--- config.mk ---
export PLATFORM = sky130hd
export DESIGN_NAME = lab2_proc_muldiv_unit
export DESIGN_NICKNAME = d
export VERILOG_FILES = /design/src/rtl/lab2_proc_muldiv_unit.sv
export SDC_FILE = /design/constraint.sdc
export NUM_CORES = 1
export LEC_CHECK = 0
export CAP_MARGIN = 20
export CORE_ASPECT_RATIO = 0.9
export CORE_MARGIN = 2
export CORE_UTILIZATION = 65
export CTS_BUF_LIST = sky130_fd_sc_hd__clkbuf_8 sky130_fd_sc_hd__clkbuf_16
export CTS_CLUSTER_SIZE = 30
export DETAILED_ROUTE_END_ITERATION = 16
export DONT_BUFFER_PORTS = 1
export PLACE_DENSITY = 0.79
export SYNTH_ARGS = -nofsm -noshare
export SYNTH_HDL_FRONTEND = slang
export SYNTH_SLANG_ARGS = --single-unit
--- constraint.sdc ---
create_clock -name clk -period 8.93 [get_ports clk]
set_input_delay 0.893 -clock clk [delete_from_list [all_inputs] [get_ports clk]]
set_output_delay 0.893 -clock clk [all_outputs]
set_load 0.02 [all_outputs]
--- src/rtl/lab2_proc_muldiv_unit.sv ---
// lab2_proc_muldiv_unit: iterative RISC-V M-extension multiply/divide unit, one shift-add/shift-subtract step per cycle
module lab2_proc_muldiv_unit #(
  parameter int p_nbits = 32
) (
  input  logic               clk,
  input  logic               reset,
  input  logic               req_val,
  output logic               req_rdy,
  input  logic [2:0]         req_fn,
  input  logic [p_nbits-1:0] req_a,
  input  logic [p_nbits-1:0] req_b,
  input  logic               kill,
  output logic               resp_val,
  input  logic               resp_rdy,
  output logic [p_nbits-1:0] resp_result,
  output logic               busy
);
  localparam int CW = $clog2(p_nbits) + 1;
  typedef enum logic [1:0] {IDLE, CALC, DONE} state_t;
  state_t               state_q, state_d;
  logic [2:0]           fn_q;
  logic                 neg_q, neg_d;
  logic [p_nbits-1:0]   b_q, a_mag, b_mag, dres, res;
  logic [2*p_nbits-1:0] acc_q, acc_d, mul_step, div_step, prod;
  logic [CW-1:0]        cnt_q, cnt_d;
  logic [p_nbits:0]     add, cand, diff;
  logic                 a_sgn, b_sgn, accept, last;
  assign a_sgn  = req_a[p_nbits-1] & (req_fn inside {3'd1, 3'd3, 3'd4, 3'd6});
  assign b_sgn  = req_b[p_nbits-1] & (req_fn inside {3'd1, 3'd4, 3'd6});
  assign a_mag  = a_sgn ? -req_a : req_a;
  assign b_mag  = b_sgn ? -req_b : req_b;
  // DIV by zero keeps the unsigned all-ones quotient; REM keeps a's sign so |a| restores a
  assign neg_d  = (req_fn == 3'd6) ? a_sgn : (a_sgn ^ b_sgn) & ((req_fn != 3'd4) | (|req_b));
  assign req_rdy  = (state_q == IDLE) & ~kill;
  assign accept   = req_val & req_rdy;
  assign busy     = state_q != IDLE;
  assign last     = cnt_q == CW'(p_nbits - 1);
  assign add      = {1'b0, acc_q[2*p_nbits-1:p_nbits]} + (acc_q[0] ? {1'b0, b_q} : '0);
  assign mul_step = {add, acc_q[p_nbits-1:1]};
  assign cand     = acc_q[2*p_nbits-1:p_nbits-1];
  assign diff     = cand - {1'b0, b_q};
  assign div_step = diff[p_nbits] ? {cand[p_nbits-1:0], acc_q[p_nbits-2:0], 1'b0}
                                  : {diff[p_nbits-1:0], acc_q[p_nbits-2:0], 1'b1};
  assign prod     = neg_q ? -acc_q : acc_q;
  assign dres     = fn_q[1] ? acc_q[2*p_nbits-1:p_nbits] : acc_q[p_nbits-1:0];
  assign res      = fn_q[2] ? (neg_q ? -dres : dres)
                  : (fn_q[1:0] == 2'd0) ? prod[p_nbits-1:0] : prod[2*p_nbits-1:p_nbits];
  assign resp_val    = (state_q == DONE) & ~kill;
  assign resp_result = resp_val ? res : '0;
  always_comb begin
    state_d = (state_q == IDLE) ? (accept ? CALC : IDLE)
            : kill ? IDLE
            : (state_q == CALC) ? (last ? DONE : CALC)
            : (resp_rdy ? IDLE : DONE);
    acc_d   = accept ? {{p_nbits{1'b0}}, a_mag}
            : (state_q == CALC && !kill) ? (fn_q[2] ? div_step : mul_step) : acc_q;
    cnt_d   = accept ? '0 : (state_q == CALC) ? cnt_q + 1'b1 : cnt_q;
  end
  always_ff @(posedge clk or negedge reset) begin
    if (!reset) begin
      state_q <= IDLE;
      fn_q    <= '0;
      neg_q   <= 1'b0;
      b_q     <= '0;
      acc_q   <= '0;
      cnt_q   <= '0;
    end else begin
      state_q <= state_d;
      acc_q   <= acc_d;
      cnt_q   <= cnt_d;
      if (accept) begin
        fn_q  <= req_fn;
        neg_q <= neg_d;
        b_q   <= b_mag;
      end
    end
  end
endmodule

== Yosys cells after proc, flatten, opt, wreduce, memory -nomap -nowiden ==
Index checks and enable logic that the tools add are counted.
Storage, ports and cells
  input port bits: 72
  memory bits (writable): 0
  memories: 0
  ROM bits: 0
  bits in latches: 0
  logic and storage cells: 62
  register bits: 108
Operators by class
  multiplexer cells: 22
  bitwise logic cells: 9
  shift operators: 0
  $add $sub $neg: 7
  divide/modulo/power cells: 0
  equality and inequality tests: 8
  order comparisons: 0
  multiply operators: 0
  reduce and logical (&&, ||, !) cells: 10
Operator list (count)
  2-to-1 mux 64 bit: 5
  2-to-1 mux 32 bit: 8
  negator 32 bit: 3
  negator 64 bit: 1
  adder 32 x 32 -> 33 bit: 1
  subtractor 33 x 32 -> 33 bit: 1
  OR reduction 32 bit: 1
  2-to-1 mux 6 bit: 2
  2-to-1 mux 2 bit: 5
  adder 6 x 1 -> 6 bit, second input constant: 1
  AND 1 bit: 6
  equality test 3 bit, second input constant: 2
  equality test 6 x 5 -> 1 bit, second input constant: 1
  nonzero test 2 bit: 3
  zero test 2 bit: 2
  nonzero test 4 bit: 1
  equality test 3 x 1 -> 1 bit, second input constant: 1
  equality test 3 x 2 -> 1 bit, second input constant: 1
  inequality test 3 bit, second input constant: 1
  nonzero test 3 bit: 1
  equality test 2 x 1 -> 1 bit, second input constant: 1
  equality test 2 bit, second input constant: 1
  2-to-1 mux 1 bit: 2
  logical AND 1 bit: 1
  4 further kinds: 4

== Longest topological paths before layout ==
Gate-level depths: netlist (run 1).
  depth in word-level cells: 6
  mapped depth: 17
  depth with buffers taken out: 13

== Least setup slack after synthesis (run 1) ==
No wires, ideal clock.
  kind: flip-flop to output port
  start point: reg fn_q[1]
  end point: out resp_result[26]
  stages on the path, launching flop included: 18
  slack: 3826 ps
  path buffers: 7
  arrival: 4211 ps
  cells stage by stage: dfrtp_1 buf_2 buf_2 buf_2 buf_2 buf_2 buf_2 buf_1 mux2i_1 ha_1 o21ai_0 or3_1 nor2_1 nand2_1 or3_1 o21ai_0 xnor2_1 o22ai_1
On the way
  word-level cells in the longest chain between the ends: 5
  elaborated cells on any way between the ends: 7
  classes of those cells: 1 x add/sub; 5 x mux; 1 x reduce/logical
RTL lines
  start, declared: line 21  | logic [2:0] fn_q;
  start signal, assigned: line 72  | fn_q <= req_fn;
  2-to-1 mux 32 bit: line 45  | assign dres = fn_q[1] ? acc_q[2*p_nbits-1:p_nbits] : acc_q[p_nbits-1:0];
  negator 32 bit: line 46  | assign res = fn_q[2] ? (neg_q ? -dres : dres)
  2-to-1 mux 32 bit: line 46
  2-to-1 mux 32 bit (*): line 46
  2-to-1 mux 32 bit (*): line 49  | assign resp_result = resp_val ? res : '0;
  end, declared: line 15  | output logic [p_nbits-1:0] resp_result,
Every way passes the cells marked *; elsewhere a longest branch is shown, timed or not.

== Worst setup path after layout (run 1) ==
  start point: reg fn_q[1]
  end point: out resp_result[30]
Same word-level chain as after synthesis.

==> flow_summary.json, run 1 <==
{
  "outcome": "completed",
  "clk-insertion-delay-late_ns": 0.37,
  "timing_max_transition_violations_final": 0,
  "detail_route.iter0.violations": 1411,
  "timing.critical_path.arrival_ns": 4.23,
  "worst_setup_hold_path_clk_slew_ns": 0.09,
  "grtUsageMet3_pct": 9.41,
  "layout.cells.most_common_list": "nand2_1, o21ai_0, nor2_1",
  "max_fclk_ghz": 0.195,
  "postCtsHoldBufs": 0,
  "dieWidth_um": 156,
  "n_antenna_cell": 0,
  "final.setup.tns_ns": 0,
  "grtUsageMet2_pct": 55.9,
  "postLayoutCoreUtil_pct": 67.8,
  "port-buffer-count": 0,
  "number_of_global_route_vias_before_repair": 12404,
  "placeableCoreArea_sq_um": 20200,
  "final_min_period_over_clock_period_pct": 57.3,
  "share_clk_of_total_power_pct": 10.1,
  "switching_power_w": 0.00221,
  "maxCapViolations": 0,
  "ys_types": 82,
  "drtPass1Iterations": 6,
  "worst_path_max_fanout": 72,
  "totalWireLength_um": 42100,
  "initial_utilization_pct": 66.7,
  "final_antenna_net_count": 0,
  "multiInputGateArea_sq_um": 10000,
  "die_height_um": 141,
  "worst_setup_path_end_kind": "output pin",
  "design.portCount": 107,
  "yosys_register_bits": 108,
  "start_kind": "register",
  "cts_root_buffer": "clkbuf_16",
  "grt.met1_usage_pct": 57.2,
  "synth_area_per_cell_sq_um": 7.39,
  "share_of_total_power_in_sequential_cells_pct": 24.8,
  "combined_area_of_all_synthesized_cells_sq_um": 13500,
  "setup-violations-final": 0,
  "grt_usage_pct": 38.6,
  "grt_first_pass_wirelength_um": 67300,
  "core.rowCount": 49,
  "worst-slew-pin-transition_ns": 1.10,
  "report.final.hold_viol_count": 0,
  "async_reset_ff_share_pct": 100,
  "globalRouteOverflowTotal": 0,
  "power.density_nw_per_um2": 302,
  "drive_gt1_share_pct": 4.20,
  "post_cts_resized": 0,
  "cts_num_sinks": 108,
  "postSynthCellCount": 1822,
  "design.final.nets": 1853,
  "period_minus_slack_ns": 5.12,
  "yosys_warnings": 0,
  "tritoncts_clock_tree": "built",
  "synthDominantCellAreaShare_pct": 20.1,
  "synth-seq-area-share_pct": 20.1,
  "cts_htree_levels": 3,
  "dr_total_vias": 13512,
  "drcViolationCount": 0,
  "fin_worst_skew_ns": 0.0124,
  "post_cts.repair.setup_buffers": 0,
  "slew_headroom_pct": 26.4,
  "finalNonFillerCells": 1970,
  "post_synthesis_to_final_layout_area_growth_pct": 1.58,
  "dp_hpwl_um": 31000,
  "p_leak_nw": 5.66,
  "antenna_violations_before_repair": 0,
  "grt_setup_unrepaired": "no",
  "most_heavily_used_metal_layer_in_global_routing": "met1",
  "power_switching_share_pct": 53.4,
  "synth_ff_type": "dfrtp_1",
  "yosys.area.top_type": "dfrtp_1",
  "post_drt_via_cell_ratio": 6.86,
  "layout_commonest_cell": "nand2_1",
  "number_of_flops_mapped_to_enable_cells_by_yosys": 0,
  "fillerInstances": 1780,
  "die-area_sq_um": 21900,
  "placed_cells": 1952,
  "cts_buffers": 9,
  "power.combinational.fraction_pct": 65.1,
  "post_drt_wl_per_cell_um": 21.4,
  "synth_fp_nets": 1965,
  "required_time_at_the_endpoint_of_the_critical_path_ns": 8.04,
  "synth_area_leaders": "dfrtp_1, xnor2_1, xor2_1",
  "worst_ir_drop_vdd_mv": 0.150,
  "internal_power_w": 0.00193,
  "grt_max_degree": 130,
  "clock_path_buffers": 2,
  "path_class": "reg2out",
  "min-delay-path-class": "in2async",
  "sequential_cell_area_sq_um": 2710,
  "place_congestion": 0.984
}
-- power groups by stage --
stage / clock network [W] / logic [W] / registers [W]
2_1_floorplan: 0 / 0.00223 / 0.000754
6_report: 0.000417 / 0.00269 / 0.00103
3_3_place_gp: 0 / 0.00255 / 0.00101
5_1_grt: 0.000434 / 0.00294 / 0.00105
3_5_place_dp: 0 / 0.00259 / 0.00101
4_1_cts: 0.000419 / 0.00261 / 0.00101
-- cells in the mapped netlist (3+ instances only) --
cell	number
nor2_1	137
o21bai_1	4
nand3b_1	5
a32oi_1	4
a2111oi_0	6
buf_1	8
o21ai_0	166
xnor2_1	104
a211oi_1	14
a21o_1	39
or4_4	3
nor3_1	51
o31ai_1	37
mux2_2	6
nand3_1	70
or4_1	14
nand2_1	191
or3_1	23
xor2_1	102
nand4_1	15
or2_2	11
nor2b_1	12
buf_2	13
o22ai_1	13
a22oi_1	21
and2_1	10
nor3b_1	9
inv_1	58
o221ai_1	7
clkbuf_1	112
o311ai_0	4
o21ai_1	5
a221o_1	3
nand2b_1	18
nor4_1	16
mux2i_1	73
o211ai_1	49
a21oi_1	115
o41ai_1	10
o21a_1	12
o2111ai_1	3
a31oi_1	11
ha_1	69
dfrtp_1	108
and3_1	12
-- per-stage QoR --
stage	hold WS [ns]	instance area [sq um]	setup WS [ns]	power, W
6_report	0.206	13700	3.81	0.00413
3_3_place_gp	0.461	13300	4.38	0.00356
3_5_place_dp	0.470	13300	4.24	0.00360
2_1_floorplan	0.450	13500	3.83	0.00298
4_1_cts	0.202	13600	3.83	0.00403
5_1_grt	0.193	13700	3.54	0.00442
-- worst paths after layout --
kind,startpoint,depth (start not counted),endpoint,slack [ns]
max,fn_q[1]$_DFFE_PN0P_,11,resp_result[30],3.81
min,reset,0,acc_q[25]$_DFFE_PN0P_,0.21
max reg2reg,acc_q[31]$_DFFE_PN0P_,13,acc_q[49]$_DFFE_PN0P_,4.26
min reg2reg,b_q[27]$_DFFE_PN0P_,2,b_q[27]$_DFFE_PN0P_,0.48
max in group asynchronous,reset,0,b_q[12]$_DFFE_PN0P_,8.55
min in group clk,b_q[27]$_DFFE_PN0P_,2,b_q[27]$_DFFE_PN0P_,0.48
-- logic make-up (layout without fill, tap and decap cells) --
family	count (synthesis)	after routing	share of synthesized area, %
simple gates	616	616	22.4
compound gates	546	546	25.6
xor+xnor	207	207	13.5
buf+inv	195	88	5.75
flops	108	108	20.1
mux	79	79	5.93
fa+ha+maj	71	71	6.71
-- registers in the layout, indices dropped and copies added (netlist names) --
register	flops
fn_q	3
cnt_q	6
b_q	32
neg_q	1
acc_q	64
state_q	2
-- per-layer routing --
metal / share of wire, % / up-vias
met5: 0 / -
met3: 11 / 79
met4: 2.7 / 0
met1: 45 / 6343
met2: 42 / 715
li1: - / 6375
-- critical path: stages (launching register included) --
cell and delay [ns]:
dfrtp_2 0.35, buf_4 0.66, mux2i_1 0.44, ha_1 0.23, o21ai_0 0.18, or3_1 0.48, nor2_1 0.17, nand2_1 0.13
or3_1 0.43, o21ai_0 0.26, xnor2_1 0.09, o22ai_1 0.40
-- layout make-up --
cell class | instances | area share (%)
clock buffer | 9 | 1.65
clock inverter | 7 | 0.439
inverter | 58 | 1.59
multi-input combinational | 1519 | 73.3
sequential | 108 | 19.8
tap | 255 | 2.33
timing repair buffer | 14 | 0.915
Power figures use the tool's default switching activity.
==> inputs of run 2 (changes only) <==
==> constraint.sdc (replaced) <==
create_clock -name clk -period 4.77 [get_ports clk]
set_input_delay 0.477 -clock clk [delete_from_list [all_inputs] [get_ports clk]]
set_output_delay 0.477 -clock clk [all_outputs]
set_load 0.02 [all_outputs]
==> run 2 against run 1 <==
Compared with the run above: hold slack got worse by 0.18 ns; final area is 1.4% higher; clock skew down 0.0017 ns; largest power group unchanged; via count up 0.44%.
==> flow_summary.json, run 2 (synthesis results as in run 1) <==
{
  "outcome": "completed",
  "globalRouteOverflowTotal": 0,
  "antenna_violations_before_repair": 0,
  "min-delay-path-class": "in2async",
  "port-buffer-count": 0,
  "post_drt_wl_per_cell_um": 21.6,
  "share_clk_of_total_power_pct": 10.5,
  "place_congestion": 1.03,
  "path_class": "reg2out",
  "layout_commonest_cell": "nand2_1",
  "largest_reg_flops": 64,
  "cts_htree_levels": 3,
  "dp_hpwl_um": 32400,
  "power.combinational.fraction_pct": 65.6,
  "grt_setup_unrepaired": "no",
  "initial_utilization_pct": 66.7,
  "p_leak_nw": 5.78,
  "die_height_um": 141,
  "fin_worst_skew_ns": 0.0107,
  "drcViolationCount": 0,
  "totalWireLength_um": 43000,
  "timing.critical_path.arrival_ns": 3.92,
  "max_fclk_ghz": 0.228,
  "number_of_global_route_vias_before_repair": 12451,
  "setup-violations-final": 0,
  "dieWidth_um": 156,
  "clk-insertion-delay-late_ns": 0.37,
  "period_minus_slack_ns": 4.39,
  "internal_power_w": 0.00372,
  "cts_num_sinks": 108,
  "power_switching_share_pct": 52.9,
  "post_cts_resized": 0,
  "worst_setup_hold_path_clk_slew_ns": 0.08,
  "post_drt_via_cell_ratio": 6.82,
  "final.setup.tns_ns": 0,
  "worst_path_max_fanout": 9,
  "layout.cells.most_common_list": "nand2_1, o21ai_0, nor2_1",
  "required_time_at_the_endpoint_of_the_critical_path_ns": 4.29,
  "place_worst_setup_slack_ns": 0.884,
  "die-area_sq_um": 21900,
  "n_antenna_cell": 0,
  "grt_usage_pct": 39.5,
  "maxCapViolations": 0,
  "final_antenna_net_count": 0,
  "power.density_nw_per_um2": 570,
  "timing_max_transition_violations_final": 0,
  "switching_power_w": 0.00418,
  "grt_first_pass_wirelength_um": 68500,
  "top_regs": "acc_q (64), b_q (32), cnt_q (6)",
  "detail_route.iter0.violations": 1528,
  "post_synthesis_to_final_layout_area_growth_pct": 3.02,
  "worst_ir_drop_vdd_mv": 0.338,
  "core.rowCount": 49,
  "tritoncts_clock_tree": "built",
  "clock_path_buffers": 2,
  "register_with_the_most_flip_flops": "acc_q",
  "drtPass1Iterations": 6,
  "start_kind": "register",
  "slew_headroom_pct": 43.2,
  "cts_buffers": 9,
  "final_min_period_over_clock_period_pct": 92.1,
  "worst_setup_path_end_kind": "output pin",
  "design.portCount": 107,
  "postLayoutSetupSlackWorst_ns": 0.376,
  "drive_gt1_share_pct": 5.24,
  "worst-slew-pin-transition_ns": 0.852,
  "report.final.hold_viol_count": 0,
  "share_of_total_power_in_sequential_cells_pct": 24.0,
  "grt_max_degree": 130,
  "design.final.nets": 1873,
  "cts_root_buffer": "clkbuf_16",
  "post_cts.repair.setup_buffers": 0,
  "placeableCoreArea_sq_um": 20200,
  "dr_total_vias": 13572
}
-- run 2: final cells by class --
type                            count  area [sq um]
Multi-Input combinational cell   1519         10000
Clock inverter                      7          86.3
Inverter                           58           218
Fill cell                        1815          6310
Timing Repair Buffer               34           300
Clock buffer                        9           225
Sequential cell                   108          2710
Tap cell                          255           319
-- run 2: critical path, cell delays in order, from the launching register on --
cell	delay, ns
dfrtp_1	0.46
inv_1	0.27
ha_1	0.23
inv_1	0.09
nor4_1	0.59
nand4_1	0.39
or2_1	0.35
or4_1	0.46
o31ai_2	0.22
xor2_1	0.17
o221ai_1	0.13
buf_4	0.18
-- run 2: final timing paths --
kind,start,endpoint,slack (ns),cells past startpoint
max,acc_q[0]$_DFFE_PN0P_,resp_result[22],0.38,11
min,reset,acc_q[25]$_DFFE_PN0P_,0.03,1
max reg2reg,acc_q[0]$_DFFE_PN0P_,acc_q[56]$_DFFE_PN0P_,0.88,14
min reg2reg,b_q[24]$_DFFE_PN0P_,b_q[24]$_DFFE_PN0P_,0.48,2
max in group asynchronous,reset,neg_q$_DFFE_PN0P_,4.28,1
min in group clk,kill,state_q[1]$_DFF_PN0_,0.17,1
-- run 2: power groups by stage --
stage	Clock [W]	Sequential (W)	Combinational [W]
floorplan	0	0.00141	0.00417
global placement	0	0.00187	0.00491
detailed placement	0	0.00187	0.00498
CTS	0.000829	0.00186	0.00504
global route	0.000861	0.00193	0.00566
finish	0.000826	0.00189	0.00518
-- run 2: repair_timing --
item | 4_1_cts | 5_1_grt
endpoints found under the hold margin | 108 | 0
hold buffers | 1 | 0
endpoints found under the setup margin | 0 | 0
-- run 2: routing by layer --
| metal | vias to the layer above | track usage, % | wire (um) |
|---|---|---|---|
| li1 | 6405 | - | - |
| met2 | 739 | 56.4 | 17600 |
| met1 | 6341 | 59.2 | 19100 |
| met5 | - | 0 | 0 |
| met4 | 0 | 10.6 | 1130 |
| met3 | 87 | 9.50 | 5090 |
-- run 2: stage by stage --
stage	hold WS, ns	cell area, sq um	total power [W]	std cells	utilization [%]
after floorplan	0.181	13500	0.00558	1822	-
final	0.0283	13900	0.00790	1990	68.7
after global placement	0.183	13500	0.00677	1972	66.9
after global routing	0.0775	13900	0.00845	1990	68.7
after CTS	0.0737	13800	0.00772	1989	68.6
after detailed placement	0.183	13500	0.00685	1972	66.9
